--- src/rtl/coin_acceptor.sv ---
// coin_acceptor: turns the two raw, bouncy, active-low coin-chute switches
// (Rs5 and Rs10) into clean one-cycle denomination codes for the vending FSM.
// Stages: 2-flop synchronisers, per-channel debounce FSMs, simultaneous-coin
// serialisation via a one-entry pending slot, an accept/reject gate, and a
// chute-jam detector.
// Optional feature macro: COIN_COUNT_EN adds the saturating 16-bit coin_total
// register and port. Leaving the macro undefined gives the complete base
// design without that port.
module coin_acceptor #(
  parameter int unsigned DEBOUNCE_CYCLES = 4,
  parameter int unsigned JAM_CYCLES      = 64
) (
  input  logic        clk,
  input  logic        rst,
  input  logic        coin5_n,
  input  logic        coin10_n,
  input  logic        accept_en,
  output logic [3:0]  denomination,
  output logic        coin_valid,
  output logic        coin_reject,
  output logic        jam
`ifdef COIN_COUNT_EN
  ,
  output logic [15:0] coin_total
`endif
);

  localparam int unsigned MAX_CYC = (DEBOUNCE_CYCLES > JAM_CYCLES) ? DEBOUNCE_CYCLES : JAM_CYCLES;
  localparam int unsigned CW      = $clog2(MAX_CYC + 1);

  typedef enum logic [1:0] {
    REL       = 2'd0,
    PRESS_CHK = 2'd1,
    HELD      = 2'd2,
    REL_CHK   = 2'd3
  } deb_state_t;

  // Saturating increment shared by the debounce and jam counters.
  function automatic logic [CW-1:0] sat_inc(input logic [CW-1:0] v);
    return (v == CW'(MAX_CYC)) ? v : v + CW'(1);
  endfunction

  // Bit 0 is the Rs5 channel, bit 1 the Rs10 channel.
  logic [1:0]    sync1;
  logic [1:0]    sync2;
  logic [1:0]    strobe;
  logic [1:0]    in_rel;
  logic [CW-1:0] jam_cnt;
  logic          both_low;
  logic          pending;
  logic          pending_next;
  logic          emit;
  logic          emit_ten;

  // Two-flop synchronisers; reset to the released (high) level.
  always_ff @(posedge clk or negedge rst) begin
    if (!rst) begin
      sync1 <= 2'b11;
      sync2 <= 2'b11;
    end else begin
      sync1 <= {coin10_n, coin5_n};
      sync2 <= sync1;
    end
  end

  for (genvar ch = 0; ch < 2; ch++) begin : g_chan
    deb_state_t    state;
    logic [CW-1:0] cnt;
    logic          s;

    assign s = sync2[ch];

    // Qualify strobe: the final required low sample while in PRESS_CHK.
    assign strobe[ch] = (state == PRESS_CHK) && !s && (cnt == CW'(DEBOUNCE_CYCLES - 1));
    assign in_rel[ch] = (state == REL);

    // Debounce FSM: DEBOUNCE_CYCLES consecutive samples to accept a press or release.
    always_ff @(posedge clk or negedge rst) begin
      if (!rst) begin
        state <= REL;
        cnt   <= '0;
      end else begin
        case (state)
          REL: begin
            if (!s) begin
              state <= PRESS_CHK;
              cnt   <= '0;
            end
          end
          PRESS_CHK: begin
            if (s) begin
              state <= REL;
              cnt   <= '0;
            end else if (cnt == CW'(DEBOUNCE_CYCLES - 1)) begin
              state <= HELD;
              cnt   <= '0;
            end else begin
              cnt <= sat_inc(cnt);
            end
          end
          HELD: begin
            if (s) begin
              state <= REL_CHK;
              cnt   <= '0;
            end
          end
          REL_CHK: begin
            if (!s) begin
              state <= HELD;
              cnt   <= '0;
            end else if (cnt == CW'(DEBOUNCE_CYCLES - 1)) begin
              state <= REL;
              cnt   <= '0;
            end else begin
              cnt <= sat_inc(cnt);
            end
          end
          default: begin
            state <= REL;
            cnt   <= '0;
          end
        endcase
      end
    end
  end

  assign both_low = !sync2[0] && !sync2[1];

  // Jam detector: set after JAM_CYCLES of both inputs low, cleared when both channels are released.
  always_ff @(posedge clk or negedge rst) begin
    if (!rst) begin
      jam_cnt <= '0;
      jam     <= 1'b0;
    end else begin
      jam_cnt <= both_low ? sat_inc(jam_cnt) : '0;
      if (jam_cnt >= CW'(JAM_CYCLES)) begin
        jam <= 1'b1;
      end else if (in_rel == 2'b11) begin
        jam <= 1'b0;
      end
    end
  end

  // Emission select: Rs5 first, a coincident Rs10 waits one cycle in the pending slot.
  always_comb begin
    emit         = 1'b0;
    emit_ten     = 1'b0;
    pending_next = pending;
    if (strobe[0]) begin
      emit         = 1'b1;
      pending_next = pending | strobe[1];
    end else if (pending) begin
      emit         = 1'b1;
      emit_ten     = 1'b1;
      pending_next = strobe[1];
    end else if (strobe[1]) begin
      emit     = 1'b1;
      emit_ten = 1'b1;
    end
    if (jam) begin
      emit         = 1'b0;
      emit_ten     = 1'b0;
      pending_next = 1'b0;
    end
  end

  // Registered output stage; accept_en is sampled alongside each emission.
  always_ff @(posedge clk or negedge rst) begin
    if (!rst) begin
      pending      <= 1'b0;
      denomination <= 4'd0;
      coin_valid   <= 1'b0;
      coin_reject  <= 1'b0;
    end else begin
      pending      <= pending_next;
      denomination <= 4'd0;
      coin_valid   <= 1'b0;
      coin_reject  <= 1'b0;
      if (emit) begin
        if (accept_en) begin
          denomination <= emit_ten ? 4'd10 : 4'd5;
          coin_valid   <= 1'b1;
        end else begin
          coin_reject <= 1'b1;
        end
      end
    end
  end

`ifdef COIN_COUNT_EN
  logic [16:0] total_sum;

  assign total_sum = {1'b0, coin_total} + (emit_ten ? 17'd10 : 17'd5);

  // Running credited total, saturating at 65535.
  always_ff @(posedge clk or negedge rst) begin
    if (!rst) begin
      coin_total <= 16'd0;
    end else if (emit && accept_en) begin
      coin_total <= total_sum[16] ? 16'hFFFF : total_sum[15:0];
    end
  end
`endif

endmodule

--- config.mk ---
export PLATFORM = sky130hd
export DESIGN_NAME = coin_acceptor
export DESIGN_NICKNAME = d
export VERILOG_FILES = /design/src/rtl/coin_acceptor.sv
export SDC_FILE = /design/constraint.sdc
export NUM_CORES = 1
export LEC_CHECK = 0
export CAP_MARGIN = 20
export CELL_PAD_IN_SITES_DETAIL_PLACEMENT = 2
export CELL_PAD_IN_SITES_GLOBAL_PLACEMENT = 2
export CORE_MARGIN = 3
export CORE_UTILIZATION = 38
export CTS_BUF_LIST = sky130_fd_sc_hd__clkbuf_4 sky130_fd_sc_hd__clkbuf_8 sky130_fd_sc_hd__clkbuf_16
export DETAILED_ROUTE_END_ITERATION = 10
export PLACE_DENSITY = 0.86
export SLEW_MARGIN = 20
export SYNTH_ARGS = -nofsm -noshare
export SYNTH_HDL_FRONTEND = slang
export SYNTH_SLANG_ARGS = --single-unit
--- constraint.sdc ---
create_clock -name clk -period 1.99 [get_ports clk]
set_input_delay 0.398 -clock clk [delete_from_list [all_inputs] [get_ports clk]]
set_output_delay 0.398 -clock clk [all_outputs]
set_load 0.01 [all_outputs]
==> flow_summary_export.csv <==
group,metric,value,unit
worst_setup_path,critical_path.cell_chain,"ha_1 > nor2b_1 > a211oi_2 > nand2_1 > o21ai_0",
sta,final_slew_violations,0,
synthesis,yosysWarningCount,0,
die,ios,12,
global_route,gr-usage-all-layers,18.6,%
finish,antennaDiodeCount,0,
worst_setup_path,critical-path-slowest-cell,"dfrtp_1",
global_route,grt_first_pass_wirelength,7.83,mm
synthesis,ys_types,38,
run,max_cap_violations,0,
drt,routedWlPerCell,18.3,microns
clock_tree,htree_num_levels,2,
finish,most_used_cells_in_the_layout_excluding_fill_and_tap_cells,"31 x dfrtp_1, 21 x nand2_1, 12 x nor2_1, 12 x nand3_1",
drt,routed-via-count,1341,
sta,relSlewSlack,68.9,%
sta,grt_setup_unrepaired,"false",
die,design.die.area,0.00556,sq mm
place,port-buffer-count,11,
synthesis,synth_area_leader_cell,"dfrtp_1",
clock_tree,worst_setup_hold_path_clk_slew,0.08,ns
synthesis,netlist_top_cells_area,"dfrtp_1 43%, dfstp_2 5.9%, xnor2_1 4.9%",
worst_setup_path,crit-reg2reg-capture,"g_chan[0].cnt[4]",
die,die_x,74.6,microns
power,vdd_drop_max,0.000389,V
synthesis,synth_fp_nets,184,
worst_setup_path,timing.critical_path.fanout_max,5,
global_route,via_count_of_the_first_global_routing_pass,1559,
drt,drtPass1Iterations,4,
worst_setup_path,worst_ep_arrival_time,1.99,ns
power,power_dens_cells,987,mW/mm^2
die,initial_utilization,40.2,%
die,rows,24,
clock_tree,clock_insertion_delay_worst_skew,0.28,ns
drt,via_per_inst,5.56,
worst_setup_path,timing.rr.start,"g_chan[0].cnt[0]",
drt,drt_iter0_markers,57,
drt,finalWirelength,4.40,mm
sta,setup-tns-final,0,ns
power,cellLeakagePower,0.868,nW
worst_setup_path,timing.critical_path.slowest_cell_delay,0.44,ns
place,dpl_cell_area,0.00195,sq mm
sta,hold_viol_final,0,
synthesis,synth.avg_cell_area,10.3,sq um
clock_tree,cts-root-to-sink-buffers,2,
sta,fin_skew,0.0118,ns
synthesis,netlist_area,0.00179,sq mm
worst_setup_path,critPathRequiredTime,2.19,ns
die,floorplan.die.height,74.6,microns
synthesis,post-synth-top-area-fraction,43.4,%
sta,setup_viol,0,
clock_tree,clock_tree_root_driver_cell,"clkbuf_8",
die,core,0.00444,sq mm
synthesis,synth_seq_cells,35,
drt,number_of_nets_still_failing_antenna_checks_after_routing,0,
worst_setup_path,cp-endpoint,"g_chan[0].cnt[4]",
worst_setup_path,path_class,"reg2reg",
finish,final_design_area_no_fill,0.00205,sq mm
clock_tree,clkSinkCount,35,
run_status,status,"completed",
synthesis,syn_inst,173,
clock_tree,tritoncts,"yes",
clock_tree,post-cts-setup-buffers,0,
synthesis,register_area_share_after_synthesis,49.3,%
worst_setup_path,critPathLaunch,"g_chan[0].cnt[0]",
worst_setup_path,critPathCaptureType,"flop",
clock_tree,cts_resized,0,
place,half_perimeter_wire_length_after_placement,3.21,mm
global_route,grt_remaining_overflow,0,
min_path,holdCritPathClass,"reg2reg",
finish,flow.area_growth_from_synthesis,14.7,%
sta,max_slew.worst_pin.slew,0.466,ns
finish,final_net_count,199,
finish,mostFrequentLayoutCell,"dfrtp_1",
worst_setup_path,worst_setup_path_start_kind,"flop",
clock_tree,hold_buffers,0,
sta,clock.fmax,0.559,GHz
place,place_congestion,0.899,
clock_tree,cts-buffers-inserted,5,
drt,drcViolationCount,0,
global_route,initial_antenna_violation_count,0,
sta,final_min_period_over_clock_period,89.8,%
finish,fin_util,46.1,%
global_route,maximum_number_of_pins_on_one_net_before_global_route_repair,36,
worst_setup_path,timing.reg2reg.worst_path_depth,5,
finish,post_route_cells_drive_above_1_share,12.7,%
sta,time_the_final_worst_path_needs_with_i_o_delays_and_setup,1.79,ns
worst_setup_path,r2r_setup_slack,0.20,ns
## layer usage
metal / routed length, microns / vias up / global-route usage [%]
met5: 0 / - / 0
met4: 19 / 0 / 4.15
met3: 97 / 2 / 3.38
met2: 2430 / 14 / 36.0
met1: 1850 / 695 / 21.0
li1: - / 630 / -
## synthesized netlist by cell type
library cell	count
nor4b_4	1
or4_4	1
a211oi_2	1
nand3b_1	3
o22ai_1	4
a22o_1	1
o41ai_1	1
inv_1	7
a21oi_1	3
nand2b_1	5
nand2_1	21
o31ai_1	1
nor3_2	2
o2bb2ai_1	1
dfstp_2	4
mux2i_1	2
xnor2_1	10
nor4_4	2
or2_2	1
a31oi_1	3
nor4_1	2
nor2b_1	3
mux2_2	1
buf_4	2
nand3_1	12
a41oi_1	2
ha_1	6
and3_1	4
nor3_1	1
or3b_1	1
nor3b_2	1
o21ai_1	1
xor2_1	5
dfrtp_1	31
and3b_1	1
clkbuf_1	3
nor2_1	12
o21ai_0	11
## metrics by stage
step | setup WS (ns) | hold slack [ns] | std cells | total power, mW
after floorplan | 0.431 | 0.102 | 173 | 1.28
after global placement | 0.356 | 0.347 | 233 | 1.42
after detailed placement | 0.218 | 0.348 | 233 | 1.49
after CTS | 0.197 | 0.357 | 241 | 2.06
after global routing | 0.0487 | 0.356 | 241 | 2.16
final | 0.203 | 0.360 | 241 | 2.02
## worst max-delay path: cells and delay by family, from the launching register on
| family | cells | cell delay (ns) |
|---|---|---|
| simple gates | 2 | 0.37 |
| fa+ha+maj | 1 | 0.28 |
| compound gates | 2 | 0.61 |
| flops | 1 | 0.44 |
## power by group
group | internal (mW) | switching, mW
clock | 0.297 | 0.255
combinational | 0.196 | 0.307
sequential | 0.800 | 0.166
## flip-flops by register name (all words and copies together) (netlist names), named ones only
signal	flops
g_chan.cnt	14
jam_cnt	7
denomination	2
g_chan.state	2
sync1	2
sync2	2
coin_reject	1
coin_valid	1
jam	1
pending	1
## cells by family (layout without fill, tap and decap cells)
| family | count (synthesis) | after routing | share of synthesized area (%) |
|---|---|---|---|
| AOI/OAI and AO/OA | 29 | 29 | 10.2 |
| xor gates and xnor gates | 15 | 15 | 7.35 |
| adders and majority gates | 6 | 6 | 4.20 |
| buffers and inverters | 12 | 28 | 2.94 |
| DFF | 35 | 35 | 49.3 |
| muxes | 3 | 3 | 1.75 |
| and+or+nand+nor | 73 | 73 | 24.2 |
## how the worst min path moves through the flow
| stage | end | startpoint | cells after the start | slack [ns] |
|---|---|---|---|---|
| floorplan | asynchronous set/reset pin | rst | 0 | 0.10 |
| global placement | sync2[1] | sync1[1] | 0 | 0.35 |
| detailed placement | sync2[0] | sync1[0] | 0 | 0.35 |
| CTS | sync2[1] | sync1[1] | 0 | 0.36 |
| global route | sync2[1] | sync1[1] | 0 | 0.36 |
| finish | sync2[1] | sync1[1] | 0 | 0.36 |
## final cells by class
| class | count | area [sq um] |
|---|---|---|
| fillers | 474 | 2390 |
| flip-flops and latches | 35 | 881 |
| multi-input cells | 126 | 853 |
| repair buffers | 13 | 125 |
| clock buffers | 7 | 90.1 |
| well taps | 52 | 65.1 |
| inverters | 7 | 26.3 |
| clock inverters | 1 | 8.76 |
Note: power is estimated with default switching activity, not from simulation.
